<file path="src/rtl/mem_bus_arbiter.sv">
// mem_bus_arbiter
// Registered two-master arbiter for the shared internal bus (irom, iram, uart).
// The instruction-fetch port (I) and the load/store port (D) compete for the
// bus. D normally wins a tie. After STARVE_MAX consecutive D grants made while
// I was waiting, I is forced to win. A granted transfer that sees no PREADY for
// TIMEOUT edges is aborted. The abort is signalled with the owner's ready
// pulse plus bus_err.
//
// Ports
//   CLK, RESET            rising-edge clock, asynchronous active-low reset
//   i_req/i_addr          fetch request and address (held until i_ready)
//   i_ready/i_rdata       fetch completion pulse and registered fetch data
//   d_req/d_write/d_addr/d_wdata   load/store request (held until d_ready)
//   d_ready/d_rdata       load/store completion pulse and registered load data
//   bus_err               pulses with the ready pulse of a timed-out transfer
//   PSEL/PADDR/PWRITE/PWDATA       registered slave-side request
//   PRDATA/PREADY         slave read data and completion
//   stall                 pipeline stall: a master waits for its ready pulse
//
// Arbitration looks at the raw request lines. A request that is still high at
// its own completing edge is therefore taken as a new request and served again.
// This lets a master stream back-to-back transfers with PSEL held high.
module mem_bus_arbiter #(
    parameter int ADDR_W     = 64,
    parameter int DATA_W     = 64,
    parameter int STARVE_MAX = 4,
    parameter int TIMEOUT    = 16
) (
    input  logic              CLK,
    input  logic              RESET,
    input  logic              i_req,
    input  logic [ADDR_W-1:0] i_addr,
    output logic              i_ready,
    output logic [DATA_W-1:0] i_rdata,
    input  logic              d_req,
    input  logic              d_write,
    input  logic [ADDR_W-1:0] d_addr,
    input  logic [DATA_W-1:0] d_wdata,
    output logic              d_ready,
    output logic [DATA_W-1:0] d_rdata,
    output logic              bus_err,
    output logic              PSEL,
    output logic [ADDR_W-1:0] PADDR,
    output logic              PWRITE,
    output logic [DATA_W-1:0] PWDATA,
    input  logic [DATA_W-1:0] PRDATA,
    input  logic              PREADY,
    output logic              stall
);

    localparam int TW = $clog2(TIMEOUT + 1);
    localparam int SW = $clog2(STARVE_MAX + 1);
    localparam logic [TW-1:0] TMO_LAST   = TW'(TIMEOUT - 1);
    localparam logic [TW-1:0] TMO_ONE    = TW'(1);
    localparam logic [SW-1:0] STARVE_TOP = SW'(STARVE_MAX);
    localparam logic [SW-1:0] STARVE_ONE = SW'(1);

    typedef enum logic [1:0] {
        IDLE   = 2'd0,
        XFER_I = 2'd1,
        XFER_D = 2'd2
    } state_t;

    state_t            state_r,  state_nxt_s;
    logic              psel_r,   psel_nxt_s;
    logic [ADDR_W-1:0] paddr_r,  paddr_nxt_s;
    logic              pwrite_r, pwrite_nxt_s;
    logic [DATA_W-1:0] pwdata_r, pwdata_nxt_s;
    logic              i_ready_r, i_ready_nxt_s;
    logic              d_ready_r, d_ready_nxt_s;
    logic              bus_err_r, bus_err_nxt_s;
    logic [DATA_W-1:0] i_rdata_r, i_rdata_nxt_s;
    logic [DATA_W-1:0] d_rdata_r, d_rdata_nxt_s;
    logic [SW-1:0]     starve_r, starve_nxt_s;
    logic [TW-1:0]     tmo_r,    tmo_nxt_s;
    logic              arb_s;
    logic              grant_i_s;
    logic              grant_d_s;

    // I wins when alone or when D has starved it for STARVE_MAX grants.
    assign grant_i_s = i_req & (~d_req | (starve_r == STARVE_TOP));
    assign grant_d_s = d_req & ~grant_i_s;

    // State and output registers; reset clears everything without a clock edge.
    always_ff @(posedge CLK or negedge RESET) begin
        if (!RESET) begin
            state_r   <= IDLE;
            psel_r    <= 1'b0;
            paddr_r   <= '0;
            pwrite_r  <= 1'b0;
            pwdata_r  <= '0;
            i_ready_r <= 1'b0;
            d_ready_r <= 1'b0;
            bus_err_r <= 1'b0;
            i_rdata_r <= '0;
            d_rdata_r <= '0;
            starve_r  <= '0;
            tmo_r     <= '0;
        end else begin
            state_r   <= state_nxt_s;
            psel_r    <= psel_nxt_s;
            paddr_r   <= paddr_nxt_s;
            pwrite_r  <= pwrite_nxt_s;
            pwdata_r  <= pwdata_nxt_s;
            i_ready_r <= i_ready_nxt_s;
            d_ready_r <= d_ready_nxt_s;
            bus_err_r <= bus_err_nxt_s;
            i_rdata_r <= i_rdata_nxt_s;
            d_rdata_r <= d_rdata_nxt_s;
            starve_r  <= starve_nxt_s;
            tmo_r     <= tmo_nxt_s;
        end
    end

    // Next-state, completion, timeout and arbitration logic.
    always_comb begin
        state_nxt_s   = state_r;
        psel_nxt_s    = psel_r;
        paddr_nxt_s   = paddr_r;
        pwrite_nxt_s  = pwrite_r;
        pwdata_nxt_s  = pwdata_r;
        i_ready_nxt_s = 1'b0;
        d_ready_nxt_s = 1'b0;
        bus_err_nxt_s = 1'b0;
        i_rdata_nxt_s = i_rdata_r;
        d_rdata_nxt_s = d_rdata_r;
        starve_nxt_s  = starve_r;
        tmo_nxt_s     = tmo_r;
        arb_s         = 1'b0;

        case (state_r)
            IDLE: begin
                arb_s = 1'b1;
            end
            XFER_I: begin
                if (PREADY) begin
                    // Ready goes only to a master that is still asking.
                    i_rdata_nxt_s = PRDATA;
                    i_ready_nxt_s = i_req;
                    arb_s         = 1'b1;
                end else if (tmo_r == TMO_LAST) begin
                    i_ready_nxt_s = i_req;
                    bus_err_nxt_s = i_req;
                    psel_nxt_s    = 1'b0;
                    pwrite_nxt_s  = 1'b0;
                    state_nxt_s   = IDLE;
                end else begin
                    tmo_nxt_s = tmo_r + TMO_ONE;
                end
            end
            XFER_D: begin
                if (PREADY) begin
                    // Stores leave d_rdata untouched.
                    if (pwrite_r) begin
                        d_rdata_nxt_s = d_rdata_r;
                    end else begin
                        d_rdata_nxt_s = PRDATA;
                    end
                    d_ready_nxt_s = d_req;
                    arb_s         = 1'b1;
                end else if (tmo_r == TMO_LAST) begin
                    d_ready_nxt_s = d_req;
                    bus_err_nxt_s = d_req;
                    psel_nxt_s    = 1'b0;
                    pwrite_nxt_s  = 1'b0;
                    state_nxt_s   = IDLE;
                end else begin
                    tmo_nxt_s = tmo_r + TMO_ONE;
                end
            end
            default: begin
                psel_nxt_s   = 1'b0;
                pwrite_nxt_s = 1'b0;
                state_nxt_s  = IDLE;
            end
        endcase

        if (arb_s) begin
            if (grant_d_s) begin
                state_nxt_s  = XFER_D;
                psel_nxt_s   = 1'b1;
                paddr_nxt_s  = d_addr;
                pwdata_nxt_s = d_wdata;
                pwrite_nxt_s = d_write;
                tmo_nxt_s    = '0;
            end else if (grant_i_s) begin
                state_nxt_s  = XFER_I;
                psel_nxt_s   = 1'b1;
                paddr_nxt_s  = i_addr;
                pwrite_nxt_s = 1'b0;
                tmo_nxt_s    = '0;
            end else begin
                // PADDR/PWDATA keep their last values while the bus is idle.
                state_nxt_s  = IDLE;
                psel_nxt_s   = 1'b0;
                pwrite_nxt_s = 1'b0;
            end
        end else begin
            arb_s = 1'b0;
        end

        // The starvation count only tracks D grants that overtake a waiting I.
        if (!i_req) begin
            starve_nxt_s = '0;
        end else if (arb_s && grant_i_s) begin
            starve_nxt_s = '0;
        end else if (arb_s && grant_d_s && (starve_r != STARVE_TOP)) begin
            starve_nxt_s = starve_r + STARVE_ONE;
        end else begin
            starve_nxt_s = starve_r;
        end
    end

    assign PSEL    = psel_r;
    assign PADDR   = paddr_r;
    assign PWRITE  = pwrite_r;
    assign PWDATA  = pwdata_r;
    assign i_ready = i_ready_r;
    assign d_ready = d_ready_r;
    assign bus_err = bus_err_r;
    assign i_rdata = i_rdata_r;
    assign d_rdata = d_rdata_r;
    assign stall   = (i_req & ~i_ready_r) | (d_req & ~d_ready_r);

endmodule
</file>
<file path="config.mk">
export PLATFORM = sky130hd
export DESIGN_NAME = mem_bus_arbiter
export DESIGN_NICKNAME = d
export VERILOG_FILES = /design/src/rtl/mem_bus_arbiter.sv
export SDC_FILE = /design/constraint.sdc
export NUM_CORES = 1
export LEC_CHECK = 0
export CAP_MARGIN = 20
export CORE_AREA = 2 2 202 204
export DETAILED_ROUTE_END_ITERATION = 7
export DIE_AREA = 0 0 204 206
export GPL_ROUTABILITY_DRIVEN = 0
export PLACE_DENSITY = 0.74
export SLEW_MARGIN = 15
export SYNTH_ARGS = -nofsm -noshare
export SYNTH_HDL_FRONTEND = slang
export SYNTH_SLANG_ARGS = --single-unit
</file>
<file path="constraint.sdc">
create_clock -name CLK -period 2.06 [get_ports CLK]
set_input_delay 0.309 -clock CLK [delete_from_list [all_inputs] [get_ports CLK]]
set_output_delay 0.309 -clock CLK [all_outputs]
set_load 0.02 [all_outputs]
</file>
==> results.ini, run 1 <==
[worst_hold_path]
whs_endpoint = starve_r[1]$_DFFE_PN0P_
min-delay-start = i_req
worstHoldPathType = primary input to flip-flop
worstHoldPathCells = 3

[timing]
final.min_clock_period_ps = 1981
fin_setup_tns_ps = 0
slew-limit-headroom = 0.6401
timing.fmax_mhz = 504.8
worst_pin_slew_ps = 539.9
setup_viol = 0
skew_ps = 18.70
fin_ws_ps = 79.00
fin_crit_sh = 0.9616
final-hold-violation-count = 0
timing.final.max_slew_violations = 0

[clock_tree]
cts.htree.levels = 1
tritoncts = built
insertion_delay_ps = 580
clockBufferDepth = 3
ctsRootBufferMaster = sky130_fd_sc_hd__clkbuf_16
clock_sink_count = 271
cts_buffers = 30
clock_slew_at_reported_path_ffs_ps = 60

[power_and_ir_drop]
power_switching_share = 0.3623
max-vdd-ir-drop_v = 0.001046
cellPowerDensity_mw_per_mm2 = 1559
cellLeakagePower_nw = 7.857
power.share.combinational = 0.512
p_int_mw = 19.26
seqPwrFrac = 0.311
design_power_total_mw = 30.20
pwr-share-clk = 0.177
power_switching_mw = 10.94

[final_layout]
filler_cell_count = 3569
post-route-cell-area_sq_mm = 0.01937
ff_latch_area_sq_mm = 0.006783
layout.cells.most_common_list = 518 x sky130_fd_sc_hd__clkdlybuf4s50_1, 270 x sky130_fd_sc_hd__dfrtp_1, 209 x sky130_fd_sc_hd__mux2_2, 70 x sky130_fd_sc_hd__nand2_1, 67 x sky130_fd_sc_hd__o211ai_1
layout-drive-gt1-share = 0.2217
final_net_count = 1730
multiInputGateArea_sq_mm = 0.004888
syn_to_layout_area_delta_pct = 60.32
layout.cells.most_common = sky130_fd_sc_hd__clkdlybuf4s50_1

[synthesis]
synthTopCellsByArea = sky130_fd_sc_hd__dfrtp_1 56%, sky130_fd_sc_hd__mux2_2 19%, sky130_fd_sc_hd__mux2_1 4.4%, sky130_fd_sc_hd__o211ai_1 4.2%, sky130_fd_sc_hd__nand2b_1 3.4%
synth_area_per_cell_sq_um = 13.10
post_synth_inst_count = 922
synth_area_leader_cell = sky130_fd_sc_hd__dfrtp_1
dominantRegCellSynth = sky130_fd_sc_hd__dfrtp_1
synth.top_cell.area_share = 0.5613
seq_area_frac_synth = 0.5613
yosysWarnings = 0
syn-cell-area_sq_mm = 0.01208
synth_async_sr_flop_share = 1.000
synth.net_count = 1191
synth.ff_latch_count = 271
yosysUniqueCellTypes = 38
synth-edff-count = 0

[placed_design]
placement.io_buffers = 523
detailed_place.area_sq_mm = 0.01823
place_ws_ps = -11.43
detailedPlacementHpwl_mm = 27.73

[setup_path]
regToRegStartpoint = starve_r[0]$_DFFE_PN0P_
reg2reg_slack_ps = 80
startpoint_type = flip-flop
regToRegEndpoint = PWDATA[1]$_DFFE_PN0P_
setup_crit_end_kind = flip-flop
timing_worst_setup_path_type = flip-flop to flip-flop
crit_path_max_fanout = 10
arrival_ps = 2430
worstRegToRegCells = 7
timing.critical_path.required_ps = 2510

[floorplan]
die_height_um = 206
design.portCount = 524
die_width_um = 204
rows = 74
floorplan.initialDensity = 0.3007
die_area_sq_mm = 0.04202
core_area_sq_mm = 0.04018

[detailed_routing]
drt_iter0_markers = 549
remaining_drc_errors = 0
route.final.wire_length_mm = 38.25
wl_per_cell_um = 18.96
drt_pre_antenna_iters = 4
avgViaCountPerCell = 4.767
dr_total_vias = 9616
drtAntennaViolNets = 0

[global_route]
grt_busiest_layer = met2
gr-usage-met1 = 0.2046
number_of_global_route_vias_before_repair = 10070
gr-total-overflow = 0
grt.met2_usage = 0.2872
grt_pass1_wl_mm = 56.97
grt_antenna_before_repair = 1
grt_use_total = 0.1711
pin_count_of_the_biggest_net_entering_global_routing = 131
met3_usage = 0.05598

[outcome]
run_status = completed

[job]
max_cap_violations = 0

## critical path, cell delays in order, from the launching register on
cell and delay, ps:
sky130_fd_sc_hd__dfrtp_1 370, sky130_fd_sc_hd__inv_1 70, sky130_fd_sc_hd__ha_2 210, sky130_fd_sc_hd__and3_4 210, sky130_fd_sc_hd__nor4_4 300, sky130_fd_sc_hd__buf_6 190
sky130_fd_sc_hd__clkbuf_16 170, sky130_fd_sc_hd__mux2_2 330
## flip-flops by register name (all words and copies together), names as in the netlist, 2 cells and up
name,flops
PADDR,64
i_rdata,64
tmo_r,5
d_rdata,64
starve_r,3
state_r,2
PWDATA,64
## power by group through the flow
| stage | Combinational, mW | Clock, mW | Sequential (mW) |
|---|---|---|---|
| after global placement | 15.1 | 0 | 9.34 |
| after CTS | 15.4 | 5.51 | 9.41 |
| after floorplan | 4.38 | 0 | 12.5 |
| final | 15.5 | 5.35 | 9.38 |
| after global routing | 16.3 | 5.70 | 9.70 |
| after detailed placement | 15.3 | 0 | 9.45 |
## timing repair
item,4_1_cts,5_1_grt
resized for setup,1,7
pin swaps,0,1
gates cloned,0,2
hold endpoints to repair,52,0
setup endpoints to repair,1,106
buffers inserted,0,6
hold buffers,1,0
## through the flow
step,std cells,hold WS (ps),utilization
global route,2017,176.5,0.4820
floorplan,922,13.41,-
CTS,2008,142.0,0.4788
finish,2017,162.0,0.4820
detailed placement,1952,294.8,0.4537
global placement,1952,286.1,0.4537
## how the worst max path moves through the flow
| stage | depth (start not counted) | start | to | slack [ps] |
|---|---|---|---|---|
| 6_report | 7 | starve_r[0]$_DFFE_PN0P_ | PWDATA[1]$_DFFE_PN0P_ | 80 |
| 5_1_grt | 7 | starve_r[0]$_DFFE_PN0P_ | PWDATA[1]$_DFFE_PN0P_ | -10 |
| 4_1_cts | 7 | state_r[0]$_DFFE_PN0P_ | PWDATA[7]$_DFFE_PN0P_ | 10 |
| 3_5_place_dp | 6 | PREADY | PWDATA[42]$_DFFE_PN0P_ | -10 |
| 3_3_place_gp | 6 | PREADY | PWDATA[10]$_DFFE_PN0P_ | 30 |
| 2_1_floorplan | 6 | state_r[0]$_DFFE_PN0P_ | PADDR[6]$_DFFE_PN0P_ | 130 |
## layout make-up
class	instances	area share
flip-flops and latches	271	0.3502
repair buffers	579	0.3099
multi-input cells	572	0.2524
clock buffers	39	0.04309
well taps	532	0.03437
clock inverters	16	0.008527
inverters	7	0.001357
diodes	1	0.0001292
## routing by layer
layer,wire length (um),vias to the layer above
met4,1292,0
met1,15050,4753
met2,18360,383
met3,3545,71
met5,0,-
li1,-,4409
## logic make-up (layout without fill, tap and decap cells)
group | after synthesis | in the layout | share of synthesized area
other cells | 0 | 1 | 0
simple gates | 222 | 222 | 0.1016
mux | 256 | 256 | 0.2386
buf+inv | 79 | 641 | 0.03614
fa+ha+maj | 7 | 7 | 0.007249
compound gates | 87 | 87 | 0.05510
flops | 271 | 271 | 0.5613
## cell usage after synthesis (all sizes together) (3+ instances only)
| master | instances |
|---|---|
| o211ai | 67 |
| nand2b | 66 |
| a21o | 4 |
| nand4 | 65 |
| mux2 | 256 |
| nand4b | 3 |
| nand2 | 71 |
| clkbuf | 32 |
| inv | 7 |
| buf | 40 |
| ha | 7 |
| dfrtp | 271 |
| a21oi | 4 |
| nor2 | 6 |
(Power assumes the default switching activity.)
==> inputs of run 2 (changes only) <==
- CORE_AREA: 2 2 202 204 -> 2 2 207 209
- DIE_AREA: 0 0 204 206 -> 0 0 209 211
- PLACE_DENSITY: 0.74 -> 0.67
==> run 2 against run 1 <==
  * First-iteration DRC count shrank 3.6%
  * Via count shrank 0.72%
  * Clock-buffer cell count grew 6
  * Power grew 0.88%
  * Sequential cell count is the same
  * Combinational power is essentially flat
  * Non-clock buffer count shrank 5
  * Core utilization shrank 1.9 points
  * Clock power grew 5.6%
  * Final cell count grew 0.20%
  * Wire length grew 3.5%
  * Clock skew shrank 5.7 ps
  * Critical path type unchanged
  * Largest power group unchanged
  * Highest routed layer unchanged
==> results.ini, run 2 (synthesized netlist as in run 1, its figures left out) <==
[floorplan]
rows = 75  ; +1.4%
floorplan.initialDensity = 0.2893  ; -0.01134
die_width_um = 209  ; +2.5%
design.portCount = 524  ; unchanged
die_height_um = 211  ; +2.4%
core_area_sq_mm = 0.04176  ; +3.9%
die_area_sq_mm = 0.04410  ; +4.9%

[global_route]
number_of_global_route_vias_before_repair = 10180  ; +1.1%
grt_use_total = 0.1694  ; -0.001735
gr-total-overflow = 0  ; unchanged
pin_count_of_the_biggest_net_entering_global_routing = 129  ; -1.5%
grt_pass1_wl_mm = 59.06  ; +3.7%
grt_antenna_before_repair = 1  ; unchanged

[timing]
timing.fmax_mhz = 496.7  ; -1.6%
timing.final.max_slew_violations = 0  ; unchanged
slew-limit-headroom = 0.6529  ; +0.01286
final-hold-violation-count = 0  ; unchanged
worst_hold_margin_ps = 40.32  ; -121.7 ps
setup_viol = 0  ; unchanged
worst_pin_slew_ps = 520.6  ; -19.30 ps
skew_ps = 12.95  ; -5.750 ps
fin_setup_tns_ps = 0  ; unchanged
fin_crit_sh = 0.9773  ; +0.01567
final.min_clock_period_ps = 2013  ; +32.28 ps
unrepaired_setup_endpoints_after_global_routing = yes

[power_and_ir_drop]
cellPowerDensity_mw_per_mm2 = 1574  ; +0.96%
max-vdd-ir-drop_v = 0.001229  ; +17%
power_switching_share = 0.3604  ; -0.001894
power_switching_mw = 10.98  ; +0.36%
pwr-share-clk = 0.186  ; +0.009
p_int_mw = 19.48  ; +1.2%
seqPwrFrac = 0.307  ; -0.004
cellLeakagePower_nw = 7.833  ; -0.31%
power.share.combinational = 0.507  ; -0.005

[detailed_routing]
route.final.wire_length_mm = 39.59  ; +3.5%
drtAntennaViolNets = 0  ; unchanged
remaining_drc_errors = 0  ; unchanged
drt_iter0_markers = 529  ; -3.6%
dr_total_vias = 9547  ; -0.72%
avgViaCountPerCell = 4.724  ; -0.91%
wl_per_cell_um = 19.59  ; +3.3%
drt_pre_antenna_iters = 4  ; unchanged

[clock_tree]
clock_slew_at_reported_path_ffs_ps = 60  ; about the same
clockBufferDepth = 3  ; unchanged
ctsRootBufferMaster = sky130_fd_sc_hd__clkbuf_16
cts.htree.levels = 1  ; unchanged
clock_sink_count = 271  ; unchanged
cts_buffers = 31  ; +3.3%
tritoncts = built
insertion_delay_ps = 580  ; about the same

[setup_path]
arrival_ps = 2470  ; +40 ps
timing.critical_path.required_ps = 2520  ; about the same
setup_crit_end_kind = flip-flop
timing.critical_path.buf_inv = 3  ; unchanged
timing_worst_setup_path_type = flip-flop to flip-flop
critical_path.cell_chain = inv_1 > ha_2 > and3_4 > nor4_4 > buf_6 > clkbuf_16 > mux2_2
reg2reg_slack_ps = 50  ; -30 ps
crit_path_max_fanout = 10  ; unchanged
critical_path.top_delay_family = simple AND/OR/NAND/NOR gates
startpoint_type = flip-flop
max_stage_delay_ps = 360  ; about the same
timing.critical_path.slowest_stage_cell = sky130_fd_sc_hd__dfrtp_1

[placed_design]
placement.io_buffers = 523  ; unchanged
placed_cells_incl_taps = 1953  ; +0.051%
detailed_place.area_sq_mm = 0.01813  ; -0.54%
detailedPlacementHpwl_mm = 28.82  ; +3.9%

[final_layout]
fin_util = 0.4635  ; -0.01851
syn_to_layout_area_delta_pct = 60.20  ; about the same
post-route-cell-area_sq_mm = 0.01935  ; about the same
final-instance-count-excl-fill = 2021  ; +0.20%
final_net_count = 1726  ; -0.23%
layout.cells.most_common = sky130_fd_sc_hd__clkdlybuf4s50_1
layout-drive-gt1-share = 0.2181  ; -0.003602
layout.cells.most_common_list = 518 x sky130_fd_sc_hd__clkdlybuf4s50_1, 270 x sky130_fd_sc_hd__dfrtp_1, 209 x sky130_fd_sc_hd__mux2_2, 70 x sky130_fd_sc_hd__nand2_1, 67 x sky130_fd_sc_hd__o211ai_1

[job]
max_cap_violations = 0  ; unchanged

[outcome]
run_status = completed

[worst_hold_path]
worstHoldPathType = primary input to flip-flop

## run 2: worst paths after layout
| path | end | start | cells after the start |
|---|---|---|---|
| setup / recovery | PWDATA[15]$_DFFE_PN0P_ | starve_r[0]$_DFFE_PN0P_ | 7 |
| hold / removal | d_ready$_DFF_PN0_ | d_req | 3 |
| setup reg to reg | PWDATA[15]$_DFFE_PN0P_ | starve_r[0]$_DFFE_PN0P_ | 7 |
| hold reg to reg | PWDATA[25]$_DFFE_PN0P_ | PWDATA[25]$_DFFE_PN0P_ | 1 |
| max in group asynchronous | starve_r[2]$_DFFE_PN0P_ | RESET | 3 |
| min in group asynchronous | i_rdata[31]$_DFFE_PN0P_ | RESET | 2 |
## run 2: cell type report
class	count	area, sq um
antenna	1	2.502
clock buffer	45	908.4
clock inverter	12	158.9
fill	3740	22400
inverter	7	26.28
multi-input combinational	572	4886
sequential	271	6783
tap	539	674.4
timing repair buffer	574	5916
## run 2: what timing repair did
action / CTS / global route
pin swaps: 1 / 2
gates resized for setup: 3 / 9
cloned: 0 / 4
endpoints found under the hold margin: 182 / 0
setup endpoints to repair: 22 / 85
buffers inserted: 0 / 5
hold buffers: 1 / 0
## run 2: metal layers
layer | up-vias | share of wire | track usage | routed length (um)
li1 | 4423 | - | - | -
met1 | 4680 | 0.38 | 0.1908 | 15150
met2 | 370 | 0.50 | 0.2972 | 19760
met3 | 74 | 0.085 | 0.05694 | 3356
met4 | 0 | 0.034 | 0.06355 | 1328
met5 | - | 0 | 0 | 0
## run 2: power by group through the flow
stage                     Clock (mW)  Combinational [mW]  Sequential, mW
after global placement             0                15.1            9.34
after CTS                       5.84                15.3            9.39
after global routing            6.04                16.2            9.71
final                           5.65                15.5            9.35
after floorplan                    0                4.38            12.5
after detailed placement           0                15.3            9.44
## run 2: per-stage QoR
step | worst slack, ps | power [mW]
2_1_floorplan | 125.4 | 16.87
3_3_place_gp | -58.67 | 24.41
3_5_place_dp | -99.71 | 24.71
4_1_cts | 14.56 | 30.55
5_1_grt | -38.58 | 31.95
6_report | 46.72 | 30.46
## run 2: worst min-delay path: cells and delay by family
| family | cells | cell delay, ps |
|---|---|---|
| simple gates | 2 | 130 |
| buf+inv | 1 | 140 |
==> inputs of run 3 (changes only) <==
- PLACE_DENSITY: 0.67 -> 0.65
- clock period: 2.06 -> 2.37 ns (I/O delays scaled with it)
==> run 3 against run 2 <==
  * Hold slack gained 140 ps
  * Final cell count shrank 1.4%
  * Power shrank 14%
  * Cell area shrank 1.5%
  * Non-clock buffer count shrank 27
  * Clock-buffer cell count shrank 1
==> results.ini, run 3 (synthesized netlist as in run 1, its figures left out) <==
[setup_path]
critical_path.cell_chain = inv_1 > ha_1 > a21oi_4 > nor4_4 > buf_4 > mux2_2
setup_crit_end_kind = flip-flop
critical_path.top_delay_family = buffers and inverters
reg2reg_slack_ps = 160  ; +110 ps
worstRegToRegCells = 6  ; -1
crit_path_max_fanout = 21  ; +11
timing.critical_path.buf_inv = 2  ; -1
timing.critical_path.slowest_stage_cell = sky130_fd_sc_hd__ha_1
regToRegEndpoint = PWDATA[12]$_DFFE_PN0P_
max_stage_delay_ps = 420  ; +60 ps
startpoint_type = flip-flop
regToRegStartpoint = state_r[0]$_DFFE_PN0P_
timing.critical_path.required_ps = 2840  ; +320 ps
arrival_ps = 2680  ; +210 ps
timing_worst_setup_path_type = flip-flop to flip-flop

[worst_hold_path]
worstHoldPathCells = 3  ; unchanged
whs_endpoint = starve_r[1]$_DFFE_PN0P_
worstHoldPathType = primary input to flip-flop
min-delay-start = i_req

[clock_tree]
insertion_delay_ps = 580  ; about the same
tritoncts = built
ctsRootBufferMaster = sky130_fd_sc_hd__clkbuf_16
cts_buffers = 31  ; unchanged
clock_sink_count = 271  ; unchanged
cts.htree.levels = 1  ; unchanged
clockBufferDepth = 3  ; unchanged
clock_slew_at_reported_path_ffs_ps = 60  ; about the same

[final_layout]
ff_latch_area_sq_mm = 0.006783  ; unchanged
n_antenna_cell = 0  ; -1
final_net_count = 1699  ; -1.6%
filler_cell_count = 3813  ; +2.0%
post-route-cell-area_sq_mm = 0.01906  ; -1.5%
layout.cells.most_common = sky130_fd_sc_hd__clkdlybuf4s50_1
syn_to_layout_area_delta_pct = 57.73
layout-drive-gt1-share = 0.2050  ; -0.01314
layout.cells.most_common_list = 520 x sky130_fd_sc_hd__clkdlybuf4s50_1, 270 x sky130_fd_sc_hd__dfrtp_1, 209 x sky130_fd_sc_hd__mux2_2, 70 x sky130_fd_sc_hd__nand2_1, 67 x sky130_fd_sc_hd__o211ai_1
multiInputGateArea_sq_mm = 0.004870  ; -0.33%

[floorplan]
floorplan.initialDensity = 0.2893  ; unchanged
die_width_um = 209  ; unchanged
core_area_sq_mm = 0.04176  ; unchanged
die_height_um = 211  ; unchanged
rows = 75  ; unchanged
die_area_sq_mm = 0.04410  ; unchanged
design.portCount = 524  ; unchanged

[power_and_ir_drop]
cellPowerDensity_mw_per_mm2 = 1374  ; -13%
max-vdd-ir-drop_v = 0.0008682  ; -29%
power_switching_mw = 9.446  ; -14%
cellLeakagePower_nw = 7.668  ; -2.1%
pwr-share-clk = 0.196  ; +0.010
seqPwrFrac = 0.310  ; +0.003
design_power_total_mw = 26.18  ; -14%
power_switching_share = 0.3608  ; about the same
power.share.combinational = 0.494  ; -0.013
p_int_mw = 16.74  ; -14%

[timing]
setup_viol = 0  ; unchanged
worst_pin_slew_ps = 895.9  ; +375.3 ps
fin_setup_tns_ps = 0  ; unchanged
unrepaired_setup_endpoints_after_global_routing = no
fin_crit_sh = 0.9333  ; -0.04404
skew_ps = 13.76  ; +0.8105 ps
timing.final.max_slew_violations = 0  ; unchanged
timing.fmax_mhz = 452.1  ; -9.0%
slew-limit-headroom = 0.4027  ; -0.2502
final.min_clock_period_ps = 2212  ; +198.6 ps
final-hold-violation-count = 0  ; unchanged
fin_ws_ps = 158.1  ; +111.4 ps

[detailed_routing]
remaining_drc_errors = 0  ; unchanged
avgViaCountPerCell = 4.762  ; +0.80%
drt_iter0_markers = 462  ; -13%
dr_total_vias = 9490  ; -0.60%
route.final.wire_length_mm = 39.26  ; -0.84%
drtAntennaViolNets = 0  ; unchanged
drt_pre_antenna_iters = 4  ; unchanged
wl_per_cell_um = 19.70  ; +0.55%

[outcome]
run_status = completed

[job]
max_cap_violations = 0  ; unchanged

[global_route]
grt_antenna_before_repair = 3  ; +2
pin_count_of_the_biggest_net_entering_global_routing = 131  ; +1.6%
gr-total-overflow = 0  ; unchanged
grt_pass1_wl_mm = 59.29  ; +0.40%
number_of_global_route_vias_before_repair = 9978  ; -2.0%
grt_use_total = 0.1710  ; +0.001589

[placed_design]
detailedPlacementHpwl_mm = 28.05  ; -2.7%
placement.io_buffers = 523  ; unchanged
place_ws_ps = 152.5  ; +252.2 ps
detailed_place.area_sq_mm = 0.01793  ; -1.1%

run 3: cell count changes in the layout (fill, tap and decap cells not counted), sizes merged:
cell	change
buf	-25
bufinv	+1
clkbuf	-3
clkdlybuf4s50	+2
clkinv	-1
clkinvlp	+1
diode	-1
dlygate4sd2	-2
run 3: worst max path at each step:
| stage | from | endpoint | slack (ps) | depth (start not counted) |
|---|---|---|---|---|
| 3_5_place_dp | PREADY | PWDATA[12]$_DFFE_PN0P_ | 150 | 5 |
| 5_1_grt | state_r[0]$_DFFE_PN0P_ | PWDATA[12]$_DFFE_PN0P_ | 40 | 6 |
| 6_report | state_r[0]$_DFFE_PN0P_ | PWDATA[12]$_DFFE_PN0P_ | 160 | 6 |
| 3_3_place_gp | PREADY | PWDATA[8]$_DFFE_PN0P_ | 200 | 5 |
| 2_1_floorplan | state_r[0]$_DFFE_PN0P_ | PADDR[6]$_DFFE_PN0P_ | 440 | 6 |
| 4_1_cts | state_r[0]$_DFFE_PN0P_ | PWDATA[12]$_DFFE_PN0P_ | 170 | 6 |
run 3: cell type report:
cell class / instances / area share
inverter: 7 / 0.001379
sequential: 271 / 0.3559
tap: 539 / 0.03539
multi-input combinational: 572 / 0.2555
clock inverter: 13 / 0.009849
clock buffer: 44 / 0.04852
timing repair buffer: 547 / 0.2934
run 3: power by group through the flow:
stage	Combinational, mW	Clock (mW)	Sequential (mW)
6_report	12.9	5.14	8.12
5_1_grt	13.6	5.48	8.41
4_1_cts	13.1	5.30	8.14
3_5_place_dp	13.1	0	8.19
3_3_place_gp	12.9	0	8.08
2_1_floorplan	3.81	0	10.8
run 3: what timing repair did:
| item | CTS | global route |
|---|---|---|
| buffers inserted | 0 | 0 |
| hold endpoints to repair | 40 | 0 |
| gates resized for setup | 0 | 0 |
| hold buffers | 1 | 0 |
run 3: per-layer routing:
layer	share of wire	GRT usage
met5	0.00069	0
met4	0.031	0.05443
met3	0.088	0.06170
met2	0.50	0.2977
met1	0.38	0.1957
run 3: metrics by stage:
stage / util / hold WS [ps] / std cells
global placement: 0.4295 / 318.8 / 1935
CTS: 0.4563 / 146.7 / 1993
floorplan: - / 59.91 / 922
finish: 0.4563 / 176.6 / 1993
global route: 0.4563 / 167.2 / 1993
detailed placement: 0.4295 / 319.1 / 1935
run 3: worst reg2reg max path, delay by kind of cell (launching register included):
family	cells	cell delay [ps]
buffers and inverters	2	440
adders and majority gates	1	420
DFF	1	400
muxes	1	390
and+or+nand+nor	1	310
AOI/OAI and AO/OA	1	130
